`src/rtl/llc_pkg.sv`:
```
// -----------------------------------------------------------------------------
// llc_pkg
// Shared definitions for the LLC byte-stream to 4-channel word packer:
//   LLC_NCH      number of user channels (only 4 is supported)
//   LLC_LANES    byte lanes per packed output word
//   llc_state_e  packet FSM state (IDLE waiting for a first beat, PKT inside)
//   llc_ch_t     channel identifier carried on s_axis_tid
//   sat_inc16    saturating 16-bit increment used by the tid error counter
// -----------------------------------------------------------------------------
package llc_pkg;

    localparam int LLC_NCH   = 4;
    localparam int LLC_LANES = 8;

    typedef enum logic [0:0] {
        IDLE = 1'b0,
        PKT  = 1'b1
    } llc_state_e;

    typedef logic [1:0] llc_ch_t;

    // Increment that sticks at all-ones instead of wrapping.
    function automatic logic [15:0] sat_inc16(input logic [15:0] value);
        return (value == 16'hFFFF) ? value : (value + 16'd1);
    endfunction

endpackage

```
`src/rtl/llc_byte_packer.sv`:
```
// -----------------------------------------------------------------------------
// llc_byte_packer
// Shared byte accumulator: collects accepted bytes little-endian into a word
// (k-th byte of a word in bits [8k+7:8k]) and signals when a word is complete,
// either because the last lane was filled or because the byte closes a packet.
// Ports:
//   clki, rsti_n  clock and asynchronous active-low reset
//   beat_acc      a byte is accepted on this clock edge
//   beat_last     the accepted byte carries tlast
//   beat_data     the accepted byte
//   emit          word/keep are complete and must be captured on this edge
//   word          accumulated bytes with the current byte merged at its lane
//   keep          contiguous byte enables from lane 0 up to the current lane
// -----------------------------------------------------------------------------
module llc_byte_packer
    import llc_pkg::*;
#(
    parameter int LANES = LLC_LANES
) (
    input  logic                 clki,
    input  logic                 rsti_n,
    input  logic                 beat_acc,
    input  logic                 beat_last,
    input  logic [7:0]           beat_data,
    output logic                 emit,
    output logic [LANES*8-1:0]   word,
    output logic [LANES-1:0]     keep
);

    localparam int LW = (LANES > 1) ? $clog2(LANES) : 1;

    logic [LANES*8-1:0] acc_r;
    logic [LW-1:0]      lane_r;
    logic               lane_full_s;

    assign lane_full_s = (lane_r == LW'(LANES - 1));
    assign emit        = beat_acc && (lane_full_s || beat_last);

    // Present the word as it will look once the current byte is included,
    // so it can be captured on the same edge that accepts that byte.
    always_comb begin
        word = acc_r;
        word[{lane_r, 3'b000} +: 8] = beat_data;
    end

    // Byte enables: every lane up to and including the current one.
    always_comb begin
        keep = '0;
        for (int i = 0; i < LANES; i++) begin
            if (LW'(i) <= lane_r) begin
                keep[i] = 1'b1;
            end else begin
                keep[i] = 1'b0;
            end
        end
    end

    // Accumulator and lane counter; both clear whenever a word leaves.
    always_ff @(posedge clki or negedge rsti_n) begin
        if (!rsti_n) begin
            acc_r  <= '0;
            lane_r <= '0;
        end else if (emit) begin
            acc_r  <= '0;
            lane_r <= '0;
        end else if (beat_acc) begin
            acc_r  <= word;
            lane_r <= lane_r + LW'(1);
        end
    end

endmodule

```
`src/rtl/axis_1to4_pack.sv`:
```
// -----------------------------------------------------------------------------
// axis_1to4_pack
// Packs a single AXI-Stream byte stream into 64-bit words routed to one of four
// output channels. The channel is taken from s_axis_tid on the first beat of
// each packet; one packet is processed at a time through a single accumulator
// and a single output word register.
// Optional feature macro: LLC_TID_CHECK_EN -- when defined, a tid change inside
// a packet pulses tid_err_o and bumps the saturating tid_err_cnt_o; otherwise
// both ports are tied to zero.
// Ports:
//   clki, rsti_n        clock, asynchronous active-low reset
//   s_axis_*            input byte stream (tvalid/tready/tlast/tdata/tid)
//   m_axis_tvalid[c]    word valid on channel c (only the owning channel)
//   m_axis_tready[c]    downstream ready for channel c
//   m_axis_tlast[c]     word holds the packet's final byte
//   m_axis_tkeep[c]     contiguous byte enables from lane 0
//   m_axis_tdata[c]     packed little-endian word
//   tid_err_o           one-cycle pulse on an in-packet tid change
//   tid_err_cnt_o       saturating count of such changes
// -----------------------------------------------------------------------------
module axis_1to4_pack
    import llc_pkg::*;
#(
    parameter int NCH   = LLC_NCH,
    parameter int LANES = LLC_LANES
) (
    input  logic                           clki,
    input  logic                           rsti_n,
    input  logic                           s_axis_tvalid,
    output logic                           s_axis_tready,
    input  logic                           s_axis_tlast,
    input  logic [7:0]                     s_axis_tdata,
    input  logic [1:0]                     s_axis_tid,
    output logic [NCH-1:0]                 m_axis_tvalid,
    input  logic [NCH-1:0]                 m_axis_tready,
    output logic [NCH-1:0]                 m_axis_tlast,
    output logic [NCH-1:0][LANES-1:0]      m_axis_tkeep,
    output logic [NCH-1:0][LANES*8-1:0]    m_axis_tdata,
    output logic                           tid_err_o,
    output logic [15:0]                    tid_err_cnt_o
);

    llc_state_e         state_r;
    llc_ch_t            ch_r;
    llc_ch_t            cur_ch_s;
    llc_ch_t            out_ch_r;
    logic               out_valid_r;
    logic               out_last_r;
    logic [LANES*8-1:0] out_data_r;
    logic [LANES-1:0]   out_keep_r;
    logic               accept_s;
    logic               first_s;
    logic               emit_s;
    logic [LANES*8-1:0] word_s;
    logic [LANES-1:0]   keep_s;

    // The output slot can take a new word if it is empty or draining now.
    assign s_axis_tready = !out_valid_r || m_axis_tready[out_ch_r];
    assign accept_s      = s_axis_tvalid && s_axis_tready;
    assign first_s       = (state_r == IDLE);
    // On a first beat the latch has not been written yet, so route from tid.
    assign cur_ch_s      = first_s ? s_axis_tid : ch_r;

    llc_byte_packer #(
        .LANES (LANES)
    ) u_packer (
        .clki      (clki),
        .rsti_n    (rsti_n),
        .beat_acc  (accept_s),
        .beat_last (s_axis_tlast),
        .beat_data (s_axis_tdata),
        .emit      (emit_s),
        .word      (word_s),
        .keep      (keep_s)
    );

    // Packet FSM and channel latch; a single-beat packet never leaves IDLE.
    always_ff @(posedge clki or negedge rsti_n) begin
        if (!rsti_n) begin
            state_r <= IDLE;
            ch_r    <= 2'd0;
        end else if (accept_s) begin
            case (state_r)
                IDLE: begin
                    ch_r    <= s_axis_tid;
                    state_r <= s_axis_tlast ? IDLE : PKT;
                end
                PKT: begin
                    if (s_axis_tlast) begin
                        state_r <= IDLE;
                    end
                end
                default: begin
                    state_r <= IDLE;
                end
            endcase
        end
    end

    // Output word register: loads on emit, clears valid once the owner takes it.
    always_ff @(posedge clki or negedge rsti_n) begin
        if (!rsti_n) begin
            out_valid_r <= 1'b0;
            out_ch_r    <= 2'd0;
            out_last_r  <= 1'b0;
            out_data_r  <= '0;
            out_keep_r  <= '0;
        end else if (emit_s) begin
            out_valid_r <= 1'b1;
            out_ch_r    <= cur_ch_s;
            out_last_r  <= s_axis_tlast;
            out_data_r  <= word_s;
            out_keep_r  <= keep_s;
        end else if (out_valid_r && m_axis_tready[out_ch_r]) begin
            out_valid_r <= 1'b0;
        end
    end

    // Route the held word to its channel only; every other channel reads zero.
    always_comb begin
        m_axis_tvalid = '0;
        m_axis_tlast  = '0;
        m_axis_tkeep  = '0;
        m_axis_tdata  = '0;
        for (int c = 0; c < NCH; c++) begin
            if (out_valid_r && (out_ch_r == llc_ch_t'(c))) begin
                m_axis_tvalid[c] = 1'b1;
                m_axis_tlast[c]  = out_last_r;
                m_axis_tkeep[c]  = out_keep_r;
                m_axis_tdata[c]  = out_data_r;
            end else begin
                m_axis_tvalid[c] = 1'b0;
                m_axis_tlast[c]  = 1'b0;
                m_axis_tkeep[c]  = '0;
                m_axis_tdata[c]  = '0;
            end
        end
    end

`ifdef LLC_TID_CHECK_EN
    logic        tid_err_r;
    logic [15:0] tid_err_cnt_r;

    // Flag a tid that disagrees with the latched channel on a non-first beat.
    always_ff @(posedge clki or negedge rsti_n) begin
        if (!rsti_n) begin
            tid_err_r     <= 1'b0;
            tid_err_cnt_r <= 16'h0000;
        end else if (accept_s && !first_s && (s_axis_tid != ch_r)) begin
            tid_err_r     <= 1'b1;
            tid_err_cnt_r <= sat_inc16(tid_err_cnt_r);
        end else begin
            tid_err_r     <= 1'b0;
        end
    end

    assign tid_err_o     = tid_err_r;
    assign tid_err_cnt_o = tid_err_cnt_r;
`else
    assign tid_err_o     = 1'b0;
    assign tid_err_cnt_o = 16'h0000;
`endif

endmodule

```
`config.mk`:
```
export PLATFORM = sky130hd
export DESIGN_NAME = axis_1to4_pack
export DESIGN_NICKNAME = d
export VERILOG_FILES = /design/src/rtl/llc_pkg.sv /design/src/rtl/llc_byte_packer.sv /design/src/rtl/axis_1to4_pack.sv
export SDC_FILE = /design/constraint.sdc
export NUM_CORES = 1
export LEC_CHECK = 0
export CORE_MARGIN = 2
export CORE_UTILIZATION = 45
export CTS_CLUSTER_DIAMETER = 40
export CTS_CLUSTER_SIZE = 25
export DETAILED_ROUTE_END_ITERATION = 7
export PLACE_DENSITY = 0.82
export SLEW_MARGIN = 20
export SYNTH_ARGS = -nofsm -noshare
export SYNTH_HDL_FRONTEND = slang
export SYNTH_SLANG_ARGS = --single-unit
```
`constraint.sdc`:
```
create_clock -name clki -period 2.85 [get_ports clki]
set_input_delay 0.4275 -clock clki [delete_from_list [all_inputs] [get_ports clki]]
set_output_delay 0.4275 -clock clki [all_outputs]
set_load 0.1 [all_outputs]
```
==> results.py <==
metrics = {
    "global_route": {
        "use_met2_pct": 53.06,
        "grt_max_degree": 83,
        "grt_overflow": 0,
        "met1_usage_pct": 37.44,
        "grt_pass1_vias": 8109,
        "grt_util_met3_pct": 6.965,
        "grt_usage_pct": 30.57,
        "grt_antenna_before_repair": 0,
        "grt_busiest_layer": "met2",
        "grt_pass1_wl_mm": 47.61,
    },
    "synthesis": {
        "async_reset_ff_share_pct": 100.0,
        "ys_top_cells_by_count": "and2_1, dfrtp_1, nor2_1, and3_1, a21oi_1",
        "postSynthAreaPerCell_um2": 9.286,
        "ys_seq_area_share_pct": 42.53,
        "yosysMostFrequentCell": "and2_1",
        "yosysTopAreaCell": "dfrtp_1",
        "synth_area_leaders": "dfrtp_1, and2_1, mux2i_1, and3_1, a21oi_1",
        "synth_area_um2": 8589,
        "netlist_instances": 925,
        "synth-seq-cells": 146,
        "synthFlopType": "dfrtp_1",
        "synth_edf_count": 0,
        "synth_warnings": 0,
        "ys_types": 41,
        "synth_top_area_share_pct": 42.53,
    },
    "detailed_routing": {
        "routedWlPerCell_um": 21.69,
        "ant_nets": 0,
        "num_vias": 8348,
        "routed_wl_mm": 31.51,
        "drt_iter0_drc": 843,
        "viasPerCell": 5.745,
        "drcViolationCount": 2,
        "drt-pass1-iter-count": 8,
    },
    "timing": {
        "rsz0062_at_grt": "no",
        "maxSlewHeadroom_pct": 47.65,
        "fin_crit_sh_pct": 93.54,
        "tns_ns": 0,
        "finalMaxSlewViolations": 0,
        "setup_viol": 0,
        "setup_ws_ns": 0.1840,
        "fmax_ghz": 0.3751,
        "worst_pin_slew_ns": 0.7852,
        "hold_viol": 0,
        "fin_worst_skew_ns": 0.01335,
        "post-route-min-period_ns": 2.666,
    },
    "final_layout": {
        "area_growth_pct": 67.49,
        "nNetsFinal": 1230,
        "fill_cells": 1071,
        "final_cell_count_no_fill": 1453,
        "diodes": 0,
        "drive_gt1_share_pct": 32.57,
    },
    "flow_run": {
        "cap_viol_max_count": 0,
    },
    "status": {
        "status": "complete, but fails checks",
        "violations": "design-rule violations",
    },
    "critical_path": {
        "cp_max_fo": 31,
        "ff2ff_path_depth": 7,
        "timing.rr.start": "u_packer.lane_r[1]",
        "start_kind": "register",
        "reg2reg_to": "u_packer.acc_r[37]",
        "r2r_slack_ns": 0.21,
        "crit_required_ns": 2.42,
        "end_kind": "output pin",
        "crit_type": "reg -> out",
        "cp_data_arrival_time_ns": 2.24,
    },
    "min_path": {
        "hold-path-cell-count": 1,
        "holdPathEnd": "ch_r[0]",
        "min_from": "ch_r[0]",
        "min_path_type": "reg -> reg",
    },
    "floorplan": {
        "fp-row-count": 50,
        "die_w_um": 142.2,
        "pin_count": 332,
        "core_area_um2": 18710,
        "chipHeight_um": 142.2,
        "die_area_um2": 20210,
        "start_util_pct": 45.92,
    },
    "cts": {
        "clockBufferDepth": 2,
        "cts.sinks": 146,
        "cts_tree": "done",
        "cts_buffers": 17,
        "insertion_delay_ns": 0.43,
        "clk_pin_slew_ns": 0.06,
        "clock-root-buffer": "clkbuf_16",
        "htreeDepth": 4,
    },
    "place": {
        "place_ws_ns": 0.2170,
        "dp_cells": 1418,
        "place_congestion": 0.9484,
        "hpwl_mm": 22.32,
        "port_buffers": 314,
    },
    "power_and_ir_drop": {
        "p_leak_nw": 6.650,
        "p_per_area_nw_per_um2": 1214,
        "power_mw": 17.46,
        "vdd_drop_max_v": 0.0005942,
    },
}
-- stage by stage --
| stage | util (%) | hold WS, ns | area, um^2 |
|---|---|---|---|
| global placement | 73.91 | 0.4285 | 13830 |
| global route | 76.91 | 0.5014 | 14390 |
| detailed placement | 73.91 | 0.4354 | 13830 |
| floorplan | - | 0.1319 | 8653 |
| CTS | 76.73 | 0.4911 | 14350 |
| finish | 76.91 | 0.4860 | 14390 |
-- placed cells by master (no fill, tap or decap), types with 2 or more instances in the layout --
master,n
and2_1,217
buf_12,216
dfrtp_1,145
buf_4,116
nor2_1,75
and3_1,73
a21oi_1,62
mux2i_1,61
nand2_1,41
a32o_1,24
o2bb2ai_1,23
o2bb2ai_2,17
conb_1,17
clkbuf_16,17
clkdlybuf4s50_1,16
a31oi_1,10
inv_1,7
o21ai_1,6
ha_1,6
clkinv_2,6
nor3_1,5
nand2b_1,4
nand3_1,4
a21o_1,4
clkbuf_1,4
o21ai_0,3
nor2_2,3
nor3_2,3
or4_1,3
nor2_4,2
mux2_2,2
mux2_1,2
or2_1,2
o21ai_2,2
or2_0,2
a22o_1,2
clkinvlp_4,2
clkinv_4,2
-- cell families (layout without fill, tap and decap cells) --
family          after synthesis  after routing  synth area share [%]
compound gates              157            157                 14.23
simple gates                439            439                 28.49
buf+inv                     111            389                 6.191
fa+ha+maj                     6              6                0.8740
mux                          65             65                 7.633
other cells                   1             17               0.04366
flops                       146            146                 42.53
-- worst max-delay path: stages (launching register included) --
cell and delay (ns):
dfrtp_4 0.60, buf_4 0.34, mux2i_1 0.19, a22oi_1 0.42
buf_12 0.24
-- per-layer routing --
layer / wire length [um] / part of all wire [%]
met1: 11560 / 37
met3: 2414 / 7.7
met5: 0 / 0
met4: 1124 / 3.6
met2: 16420 / 52
-- cell type report --
| class | count | area (um^2) | share of cell area [%] |
|---|---|---|---|
| Clock buffer | 22 | 454.2 | 3.157 |
| Multi-Input combinational cell | 684 | 4517 | 31.40 |
| Inverter | 7 | 26.28 | 0.1826 |
| Tap cell | 234 | 292.8 | 2.035 |
| Timing Repair Buffer | 350 | 5376 | 37.37 |
| Clock inverter | 10 | 62.56 | 0.4349 |
| Sequential cell | 146 | 3657 | 25.42 |
-- worst max path at each step --
stage	cells after the start	from	end	slack [ns]
2_1_floorplan	5	out_ch_r[1]	m_axis_tkeep[13]	-0.68
3_3_place_gp	7	u_packer.lane_r[1]	u_packer.acc_r[23]	0.40
3_5_place_dp	7	u_packer.lane_r[1]	u_packer.acc_r[18]	0.22
4_1_cts	5	out_ch_r[0]	m_axis_tdata[23]	0.02
5_1_grt	7	u_packer.lane_r[1]	u_packer.acc_r[51]	0.08
6_report	4	out_ch_r[1]	s_axis_tready	0.18
-- where the power goes --
group	total (mW)	switching [mW]	internal, mW
registers	3.73	0.990	2.74
clock network	1.98	0.852	1.13
logic	11.7	8.17	3.58
total	17.5	10.0	7.45
-- state kept, by name, indices dropped and copies added (netlist names) --
register and count:
out_data_r 64, out_keep_r 8, u_packer.acc_r 64, ch_r 2
out_ch_r 2, state_r 1, out_valid_r 1, out_last_r 1
u_packer.lane_r 3
-- what timing repair did --
action	4_1_cts	5_1_grt
setup endpoints to repair	0	112
endpoints found under the hold margin	24	0
setup buffers	0	2
gates resized for setup	0	3
hold buffers	1	0
Note: power is estimated with default switching activity, not from simulation.
